--- src/rtl/mod_updown_counter.sv ---
// Parametrised up/down counter: programmable terminal count, wrap or saturate,
// enable prescaler, synchronous clear/load and wrap/overflow status flags.
module mod_updown_counter #(
  parameter int unsigned WIDTH     = 8,
  parameter int unsigned MAX_VALUE = 2**WIDTH - 1,
  parameter bit          SATURATE  = 1'b0,
  parameter int unsigned PRESCALE  = 1
) (
  input  logic             clock,
  input  logic             reset,
  input  logic             enable,
  input  logic             up_down,
  input  logic             clear,
  input  logic             load,
  input  logic [WIDTH-1:0] load_value,
  input  logic             overflow_clr,
  output logic [WIDTH-1:0] count_out,
  output logic             terminal,
  output logic             wrap,
  output logic             overflow
);

  localparam int unsigned PW = (PRESCALE > 1) ? $clog2(PRESCALE) : 1;

  localparam logic [WIDTH-1:0] MAX_C   = WIDTH'(MAX_VALUE);
  localparam logic [WIDTH-1:0] ONE_C   = WIDTH'(1);
  localparam logic [PW-1:0]    PS_LAST = PW'(PRESCALE - 1);
  localparam logic [PW-1:0]    PS_ONE  = PW'(1);

  typedef enum logic [1:0] {
    OP_HOLD,
    OP_STEP,
    OP_LOAD,
    OP_CLEAR
  } op_e;

  logic [WIDTH-1:0] count_q, count_d;
  logic [PW-1:0]    presc_q, presc_d;
  logic             wrap_q, wrap_d;
  logic             ovf_q, ovf_d;

  logic             step_fire;
  logic             at_top;
  logic             at_bottom;
  logic             boundary;
  logic [WIDTH-1:0] load_clamped;
  op_e              op;

  assign at_top       = (count_q == MAX_C);
  assign at_bottom    = (count_q == '0);
  assign terminal     = (up_down & at_top) | (~up_down & at_bottom);
  assign step_fire    = enable & (presc_q == PS_LAST);
  assign load_clamped = (load_value > MAX_C) ? MAX_C : load_value;

  always_comb begin
    op = OP_HOLD;
    if (clear) begin
      op = OP_CLEAR;
    end else if (load) begin
      op = OP_LOAD;
    end else if (step_fire) begin
      op = OP_STEP;
    end
  end

  // A boundary step is only real when the step is not pre-empted by clear/load.
  assign boundary = (op == OP_STEP) & terminal;

  always_comb begin
    count_d = count_q;
    presc_d = presc_q;
    wrap_d  = 1'b0;
    ovf_d   = ovf_q;

    case (op)
      OP_CLEAR: begin
        count_d = '0;
        presc_d = '0;
      end
      OP_LOAD: begin
        count_d = load_clamped;
        presc_d = '0;
      end
      OP_STEP: begin
        presc_d = '0;
        if (up_down) begin
          if (at_top) begin
            count_d = SATURATE ? count_q : '0;
          end else begin
            count_d = count_q + ONE_C;
          end
        end else begin
          if (at_bottom) begin
            count_d = SATURATE ? count_q : MAX_C;
          end else begin
            count_d = count_q - ONE_C;
          end
        end
      end
      default: begin
        if (enable) begin
          presc_d = presc_q + PS_ONE;
        end
      end
    endcase

    // Set has priority over a same-edge clear request.
    if (boundary) begin
      wrap_d = 1'b1;
      ovf_d  = 1'b1;
    end else if (overflow_clr) begin
      ovf_d = 1'b0;
    end
  end

  always_ff @(posedge clock) begin
    if (reset) begin
      count_q <= '0;
      presc_q <= '0;
      wrap_q  <= 1'b0;
      ovf_q   <= 1'b0;
    end else begin
      count_q <= count_d;
      presc_q <= presc_d;
      wrap_q  <= wrap_d;
      ovf_q   <= ovf_d;
    end
  end

  assign count_out = count_q;
  assign wrap      = wrap_q;
  assign overflow  = ovf_q;

endmodule
--- config.mk ---
export PLATFORM = sky130hd
export DESIGN_NAME = mod_updown_counter
export DESIGN_NICKNAME = d
export VERILOG_FILES = /design/src/rtl/mod_updown_counter.sv
export SDC_FILE = /design/constraint.sdc
export NUM_CORES = 1
export LEC_CHECK = 0
export BUFFER_PORTS_ARGS = -buffer_cell sky130_fd_sc_hd__buf_2
export CAP_MARGIN = 20
export CORE_AREA = 2 2 51 53
export DETAILED_ROUTE_END_ITERATION = 8
export DIE_AREA = 0 0 53 55
export PLACE_DENSITY = 0.73
export SYNTH_ARGS = -nofsm -noshare
export SYNTH_HDL_FRONTEND = slang
export SYNTH_SLANG_ARGS = --single-unit
--- constraint.sdc ---
create_clock -name clock -period 1.7 [get_ports clock]
set_input_delay 0.425 -clock clock [delete_from_list [all_inputs] [get_ports clock]]
set_output_delay 0.425 -clock clock [all_outputs]
set_load 0.02 [all_outputs]
==> impl_metrics.csv, run 1 <==
group,metric,value,unit
status,status,"finished, violations left",
status,violations,"setup timing",
global_routing,grt_pass1_wl,4.49,mm
finish,layout.nets,182,
worst_hold_path,hold-path-endpoint,"overflow",
sta,worst_pin_slew,0.403,ns
detailed_routing,postRouteAntennaNets,0,
setup_path,worstReg2RegStart,"count_out[1]",
setup_path,reg2reg_depth,8,
sta,max_freq,529,MHz
global_routing,grt_pass1_vias,1014,
finish,final_common_cell,"buf_2",
global_routing,overflow,0,
detailed_routing,drt_iter0_markers,41,
setup_path,r2r-end,"count_out[0]",
die,core,2360,um2
detailed_routing,wl_per_cell,15.0,um
detailed_routing,drc,0,
yosys,ys_seq_area_share,24.2,%
worst_hold_path,min_path_type,"in2reg",
die,die_h,55,um
worst_hold_path,hold_path_startpoint,"overflow_clr",
sta,finalCriticalPeriod,1.89,ns
detailed_routing,route.met2.wl,1.51,mm
sta,skew,0.00127,ns
detailed_routing,finalWirelength,2.90,mm
clock_tree,cts_tree,"built",
sta,maxSlewHeadroom,73.1,%
global_routing,grt_max_degree,11,
yosys,syn_area_per_cell,7.58,um2
yosys,ys_seq_elements,11,
placement,hpwl,2.02,mm
pwr,leakage,0.000565,uW
setup_path,cp.required,1.27,ns
finish,layout-drive-gt1-share,42.3,%
detailed_routing,met3_length,217,um
detailed_routing,dr.pass1.iters,4,
detailed_routing,wl_met1,1.15,mm
setup_path,critical_path_peak_fanout,3,
global_routing,antenna_found_initial,0,
setup_path,cp-start-kind,"flop",
setup_path,path_class,"reg2out",
clock_tree,path_clk_slew,0.08,ns
clock_tree,clock-sinks,11,
sta,finalSetupViolCount,1,
setup_path,r2r_slack,0.01,ns
finish,area_growth,42.2,%
clock_tree,clk_latency,0.27,ns
placement,gp_congestion,0.926,
yosys,syn_inst,120,
yosys,ys_types,38,
yosys,synth_area_leader_cell,"dfxtp_1",
job,max-cap-violations,0,
sta,period_share,111,%
yosys,synthTopCellsByArea,"dfxtp_1 (24%), nor2_1 (5.8%), xnor2_1 (5.8%), nand3_1 (5.5%), ha_1 (4.1%)",
die,pin_count,26,
worst_hold_path,min_path_cells,4,
clock_tree,cts_max_path_buffers,2,
yosys,synth_top_area_share,24.2,%
detailed_routing,vias_per_cell,5.63,
placement,io_buffer_count,25,
finish,fin_util,54.7,%
sta,finalHoldViolations,0,
yosys,syn-cell-area,910,um2
sta,grt_setup_unrepaired,"true",
placement,preCtsSetupSlack,-0.0155,ns
sta,finalMaxSlewViolations,0,
global_routing,grt_usage,21.4,%
die,die_w,53,um
sta,fin_ws,-0.190,ns
pwr,p_per_area,592,nW/um2
detailed_routing,num_vias,1087,
setup_path,crit_arrival,1.47,ns
die,design.die.area,2920,um2
pwr,ir_drop,471,uV
yosys,yosys_warnings,0,
placement,dp_cells,180,
finish,stdcell_count,193,
setup_path,worstSetupEndpointType,"output pin",
clock_tree,cts-root-buf,"clkbuf_4",
finish,final_cell_mix,"buf_2 (24), buf_4 (23), nor2_1 (14), nand3_1 (9)",
die,row_count,18,
clock_tree,numCtsBuffers,3,
clock_tree,htree_levels,1,
pwr,power,766,uW
sta,hold_ws,0.453,ns
finish,antenna_cells,0,
yosys,syn_nets,138,
die,start_util,38.5,%
detailed_routing,top_layer,"met4",
## critical path: stages (launching register included)
cell	delay (ns)
dfxtp_4	0.39
ha_4	0.14
and3_4	0.19
nand4_1	0.19
o21ai_4	0.14
buf_6	0.14
## cell families (layout without fill, tap and decap cells)
logic type	count (synthesis)	after routing	share of synthesized area (%)
AOI/OAI and AO/OA	34	34	26.4
adders and majority gates	3	3	4.13
and+or+nand+nor	50	50	29.8
buffers and inverters	15	58	8.67
xor gates and xnor gates	7	7	6.74
DFF	11	11	24.2
## per-stage QoR
step | setup TNS (ns) | instance area [um2]
after CTS | -0.139 | 1270
after floorplan | 0 | 917
after detailed placement | -0.0155 | 1130
after global placement | 0 | 1130
after global routing | -0.494 | 1290
final | -0.190 | 1290
## worst max path at each step
stage	startpoint	endpoint	cells after the start
6_report	count_out[0]	terminal	5
3_3_place_gp	count_out[0]	terminal	6
3_5_place_dp	count_out[1]	terminal	5
4_1_cts	count_out[1]	terminal	6
5_1_grt	count_out[0]	terminal	5
2_1_floorplan	count_out[1]	terminal	5
## cell type report
| class | count | area (um2) |
|---|---|---|
| well taps | 30 | 37.5 |
| multi-input cells | 94 | 669 |
| flip-flops and latches | 11 | 231 |
| fillers | 219 | 1070 |
| inverters | 6 | 25.0 |
| clock buffers | 4 | 26.3 |
| repair buffers | 48 | 304 |
## state kept, by name (all words and copies together) (netlist names)
| register | cells |
|---|---|
| count_out | 8 |
| overflow | 1 |
| presc_q | 1 |
| wrap | 1 |
## routing by layer
layer,vias up,GRT usage (%)
li1,526,-
met1,501,26.1
met2,56,39.0
met3,4,2.42
met4,0,7.69
met5,-,0
## Yosys cell counts (all sizes together)
cell	n
nand4	3
o211a	1
buf	6
nor2	14
nor4	2
a21oi	7
o32ai	1
inv	6
and2	2
nand3	11
a311o	1
nand2	4
clkbuf	3
and3	4
o21ai	6
o211ai	1
o2111ai	2
o221ai	3
a22oi	4
xor2	1
a221oi	1
nor3b	1
a31oi	3
dfxtp	11
o22ai	2
nor2b	2
o21a	1
ha	3
xnor2	6
nand2b	4
nor3	3
o21bai	1
## where the power goes
part	switching (uW)	leakage [uW]	internal [uW]
logic	151	0.000458	135
registers	21.7	0.0000923	268
clock network	99.5	0.0000150	90.8
## timing repair
action                                  4_1_cts  5_1_grt
setup buffers                                 6        3
endpoints found under the hold margin         0        0
pin swaps                                     2        3
endpoints found under the setup margin        1        2
resized for setup                            18        2
hold buffers                                  0        0
No activity file was read; power rests on OpenSTA's default activity.
==> inputs of run 2 (changes only) <==
--- a/config.mk
+++ b/config.mk
@@ -5,12 +5,13 @@
 export SDC_FILE = /design/constraint.sdc
 export NUM_CORES = 1
 export LEC_CHECK = 0
+export ABC_AREA = 1
 export BUFFER_PORTS_ARGS = -buffer_cell sky130_fd_sc_hd__buf_2
 export CAP_MARGIN = 20
-export CORE_AREA = 2 2 51 53
+export CORE_AREA = 2 2 53 55
 export DETAILED_ROUTE_END_ITERATION = 8
-export DIE_AREA = 0 0 53 55
-export PLACE_DENSITY = 0.73
+export DIE_AREA = 0 0 55 57
+export PLACE_DENSITY = 0.72
 export SYNTH_ARGS = -nofsm -noshare
 export SYNTH_HDL_FRONTEND = slang
 export SYNTH_SLANG_ARGS = --single-unit
==> constraint.sdc (replaced) <==
create_clock -name clock -period 2.4 [get_ports clock]
set_input_delay 0.6 -clock clock [delete_from_list [all_inputs] [get_ports clock]]
set_output_delay 0.6 -clock clock [all_outputs]
set_load 0.02 [all_outputs]
==> impl_metrics.csv, run 2 <==
group,metric,value,unit
status,status,"finished clean",
clock_tree,clock-sinks,11,
clock_tree,cts_hold_buf,0,
sta,totalNegativeSetupSlack,0,ns
finish,final_common_cell,"nand2_1",
yosys,synth_top_area_share,22.6,%
clock_tree,numCtsBuffers,3,
placement,io_buffer_count,25,
clock_tree,cts_setup_buffers,0,
sta,maxSlewHeadroom,64.1,%
detailed_routing,drt_iter0_markers,13,
pwr,p_per_area,432,nW/um2
finish,antenna_cells,0,
die,die_h,57,um
sta,finalSetupViolCount,0,
finish,layout.nets,204,
sta,worst_pin_slew,0.536,ns
setup_path,cp.required,1.80,ns
yosys,ys_seq_elements,11,
sta,period_share,88.3,%
detailed_routing,dr.pass1.iters,4,
global_routing,overflow,0,
clock_tree,cts-root-buf,"clkbuf_4",
die,die_w,55,um
sta,finalMaxSlewViolations,0,
job,max-cap-violations,0,
setup_path,cp-start-kind,"flop",
die,core,2620,um2
setup_path,path_class,"reg2out",
yosys,synth_area_leader_cell,"dfxtp_1",
die,start_util,37.3,%
clock_tree,ctsResizeCount,0,
yosys,ys_types,27,
yosys,syn_nets,178,
detailed_routing,route.met2.wl,982,um
yosys,postSynth.asyncResetShare,0,%
clock_tree,path_clk_slew,0.08,ns
finish,final_cell_mix,"nand2_1 (45), buf_2 (25), inv_1 (22), nand3_1 (18), dfxtp_1 (11)",
placement,postPlaceCellArea,1110,um2
sta,finalHoldViolations,0,
detailed_routing,num_vias,1019,
sta,grt_setup_unrepaired,"false",
yosys,synth_edf_count,0,
yosys,syn_inst,160,
die,row_count,19,
global_routing,grt_pass1_vias,912,
global_routing,grt_usage,17.2,%
placement,hpwl,1.84,mm
detailed_routing,vias_per_cell,4.72,
pwr,leakage,0.000598,uW
worst_hold_path,min_path_type,"reg2reg",
detailed_routing,top_layer,"met4",
pwr,ir_drop,288,uV
die,design.die.area,3140,um2
finish,largest_reg_flops,8,
global_routing,antenna_found_initial,0,
yosys,syn_area_per_cell,6.10,um2
detailed_routing,met3_length,76,um
sta,max_freq,472,MHz
yosys,yosys_warnings,0,
global_routing,grt_max_degree,12,
clock_tree,cts_max_path_buffers,2,
detailed_routing,drc,0,
placement,gp_congestion,0.913,
sta,skew,0.00816,ns
detailed_routing,wl_met1,1.10,mm
yosys,netlist_top_cells_count,"nand2_1 (45), inv_1 (22), nand3_1 (18)",
detailed_routing,postRouteAntennaNets,0,
clock_tree,cts_tree,"built",
detailed_routing,finalWirelength,2.23,mm
yosys,syn-cell-area,976,um2
detailed_routing,wl_per_cell,10.3,um
clock_tree,clk_latency,0.28,ns
finish,area_growth,17.1,%
finish,final_cell_area,1140,um2
setup_path,critical_path_peak_fanout,7,
sta,finalCriticalPeriod,2.12,ns
yosys,ys_seq_area_share,22.6,%
global_routing,grt_pass1_wl,3.97,mm
setup_path,crit_arrival,1.52,ns
yosys,synth_most_common_cell,"nand2_1",
finish,layout-drive-gt1-share,25.9,%
yosys,synth_top_flop_cell,"dfxtp_1",
clock_tree,htree_levels,1,
setup_path,worstSetupEndpointType,"output pin",
die,pin_count,26,
yosys,synthTopCellsByArea,"dfxtp_1 (23%), nand2_1 (17%), nand3_1 (9.2%), inv_1 (8.5%), o21ai_0 (4.6%)",
[run 2: area by class of cell]
cell class                 instances  area, um2
clock buffer                       3       22.5
clock inverter                     1       5.00
fill                             306       1470
inverter                          25       93.8
multi-input combinational        120        637
sequential                        11        220
tap                               31       38.8
timing repair buffer              25        125
[run 2: metrics by stage]
| stage | total power, uW | cells | worst slack (ns) | hold WS (ns) | utilization (%) |
|---|---|---|---|---|---|
| 2_1_floorplan | 325 | 160 | 0.643 | 0.421 | - |
| 3_3_place_gp | 366 | 212 | 0.569 | 0.430 | 42.6 |
| 3_5_place_dp | 366 | 212 | 0.563 | 0.435 | 42.6 |
| 4_1_cts | 496 | 216 | 0.279 | 0.446 | 43.7 |
| 5_1_grt | 533 | 216 | 0.168 | 0.499 | 43.7 |
| 6_report | 493 | 216 | 0.281 | 0.446 | 43.7 |
[run 2: final timing paths]
kind / start / end / slack [ns] / cells after the start
max: count_out[0] / terminal / 0.28 / 6
min: presc_q / presc_q / 0.45 / 2
max reg2reg: count_out[0] / count_out[5] / 0.85 / 8
min reg2reg: presc_q / presc_q / 0.45 / 2
[run 2: layer usage]
metal  global-route usage (%)  vias up
met5                        0        -
met4                     9.41        0
met3                     2.09        6
met1                     24.1      429
li1                         -      562
met2                     25.0       22
[run 2: cell families after synthesis]
group,count (synthesis),share of synthesized area [%]
AOI/OAI and AO/OA,19,10.1
xor gates and xnor gates,3,2.69
adders and majority gates,3,3.85
buffers and inverters,29,12.2
DFF,11,22.6
and+or+nand+nor,95,48.6
[run 2: worst max-delay path, cell delays in order, from the launching register on]
cell     delay (ns)
dfxtp_1        0.44
ha_1           0.23
nand2_2        0.10
nor2_4         0.13
nand3_2        0.10
nand2_2        0.08
buf_2          0.16
[run 2: where the power goes]
part,switching (uW),internal (uW)
Combinational,95.8,58.7
Clock,69.7,61.7
Sequential,16.5,191
==> inputs of run 3 (changes only) <==
==> config.mk (replaced) <==
export PLATFORM = sky130hd
export DESIGN_NAME = mod_updown_counter
export DESIGN_NICKNAME = d
export VERILOG_FILES = /design/src/rtl/mod_updown_counter.sv
export SDC_FILE = /design/constraint.sdc
export NUM_CORES = 1
export LEC_CHECK = 0
export BUFFER_PORTS_ARGS = -buffer_cell sky130_fd_sc_hd__buf_2
export CAP_MARGIN = 20
export CORE_AREA = 2 2 51 53
export DETAILED_ROUTE_END_ITERATION = 8
export DIE_AREA = 0 0 53 55
export PLACE_DENSITY = 0.73
export SYNTH_ARGS = -nofsm -noshare
export SYNTH_HDL_FRONTEND = slang
export SYNTH_SLANG_ARGS = --single-unit
==> impl_metrics.csv, run 3 (synthesized netlist as in run 1, its figures left out) <==
group,metric,value,unit
pwr,leakage,0.000454,uW
placement,postPlaceCellArea,1050,um2
die,die_w,53,um
job,max-cap-violations,0,
finish,antenna_cells,0,
sta,finalHoldViolations,0,
clock_tree,cts_hold_buf,0,
setup_path,cp_cell_sequence,"and3_1 > nand4_1 > o21ai_2 > buf_2",
pwr,p_switching,173,uW
finish,final_common_cell,"buf_2",
worst_hold_path,hold_path_startpoint,"presc_q",
detailed_routing,drc,0,
setup_path,max_stage_delay,0.56,ns
clock_tree,clk_latency,0.28,ns
sta,fin_ws,0.156,ns
worst_hold_path,min_path_cells,1,
worst_hold_path,hold-path-endpoint,"presc_q",
setup_path,cp_slowest_cell,"dfxtp_1",
placement,gp_congestion,0.874,
clock_tree,clock-sinks,11,
setup_path,r2r_slack,0.66,ns
sta,finalCriticalPeriod,2.24,ns
die,core,2360,um2
placement,io_buffer_count,25,
finish,final_cell_area,1070,um2
status,status,"finished clean",
global_routing,grt_max_degree,12,
clock_tree,numCtsBuffers,3,
setup_path,worstReg2RegStart,"count_out[0]",
sta,totalNegativeSetupSlack,0,ns
finish,layout-drive-gt1-share,26.4,%
global_routing,overflow,0,
detailed_routing,dr.pass1.iters,4,
setup_path,r2r-end,"count_out[0]",
sta,finalMaxSlewViolations,0,
pwr,sequentialPowerShare,41.4,%
die,row_count,18,
setup_path,worstSetupEndpointType,"output pin",
clock_tree,path_clk_slew,0.08,ns
die,start_util,38.5,%
global_routing,antenna_found_initial,0,
global_routing,grt_usage,18.4,%
sta,worst_pin_slew,0.555,ns
detailed_routing,drt_iter0_markers,35,
detailed_routing,finalWirelength,2.44,mm
setup_path,cp.required,1.80,ns
clock_tree,cts_tree,"built",
clock_tree,cts_max_path_buffers,2,
pwr,intPower,322,uW
sta,finalSetupViolCount,0,
finish,layout.nets,163,
clock_tree,htree_levels,1,
finish,area_growth,18.2,%
worst_hold_path,min_path_type,"reg2reg",
detailed_routing,postRouteAntennaNets,0,
sta,period_share,93.5,%
sta,grt_setup_unrepaired,"false",
sta,skew,0.00366,ns
pwr,switching_share,35.0,%
finish,fillers,246,
die,die_h,55,um
placement,hpwl,1.87,mm
setup_path,reg2reg_depth,7,
global_routing,grt_pass1_vias,868,
setup_path,crit_arrival,1.64,ns
setup_path,path_class,"reg2out",
pwr,clockPowerShare,26.8,%
global_routing,grt_pass1_wl,3.90,mm
sta,maxSlewHeadroom,62.8,%
pwr,ir_drop,259,uV
finish,final_cell_mix,"buf_2 (25), nor2_1 (14), nand3_1 (10), dfxtp_1 (9), a21oi_1 (7)",
die,pin_count,26,
detailed_routing,wl_per_cell,14.0,um
clock_tree,cts_setup_buffers,0,
die,design.die.area,2920,um2
setup_path,cp-start-kind,"flop",
sta,hold_ws,0.492,ns
finish,largest_reg_flops,8,
detailed_routing,num_vias,1012,
placement,preCtsSetupSlack,0.386,ns
sta,max_freq,446,MHz
detailed_routing,vias_per_cell,5.82,
setup_path,critical_path_peak_fanout,9,
setup_path,critPathTopFamily,"flip-flops",
clock_tree,ctsResizeCount,0,
pwr,p_per_area,461,nW/um2
pwr,p_comb_share,31.8,%
clock_tree,cts-root-buf,"clkbuf_4",
setup_path,crit_buf_inv,1,
[run 3: cell count changes in the layout (fill, tap and decap cells not counted), moves of 5 or more]
cell	before	now
nand2_1	45	4
nand3_1	18	10
inv_1	22	6
xnor2_1	1	6
nand2_2	5	0
[run 3: cell type report]
class	count	area (um2)	share of cell area [%]
multi-input cells	94	611	56.8
clock buffers	4	26.3	2.44
well taps	30	37.5	3.49
repair buffers	29	155	14.4
inverters	6	22.5	2.10
flip-flops and latches	11	223	20.7
[run 3: worst max-delay path by stage]
| stage | slack (ns) | startpoint | to | cells after the start |
|---|---|---|---|---|
| after floorplan | 0.48 | count_out[1] | terminal | 5 |
| after global placement | 0.46 | count_out[1] | terminal | 5 |
| after detailed placement | 0.39 | count_out[1] | terminal | 5 |
| after CTS | 0.08 | count_out[1] | terminal | 5 |
| after global routing | 0.06 | count_out[0] | terminal | 6 |
| final | 0.16 | count_out[3] | terminal | 4 |
[run 3: metal layers]
metal	vias up	wire [um]	GRT usage, %
met2	47	1200	31.0
li1	491	-	-
met5	-	0	0
met1	467	1060	23.2
met4	0	48	10.3
met3	7	134	1.88
[run 3: power groups by stage]
stage	logic [uW]	clock network, uW	registers [uW]
finish	157	133	205
global route	174	141	207
CTS	157	139	204
detailed placement	157	0	208
global placement	153	0	208
floorplan	108	0	211
[run 3: per-stage QoR]
step / util (%) / total power (uW) / instances
global placement: 44.2 / 361 / 170
floorplan: - / 319 / 120
finish: 45.4 / 495 / 174
global route: 45.4 / 521 / 174
CTS: 45.3 / 500 / 174
detailed placement: 44.2 / 365 / 170
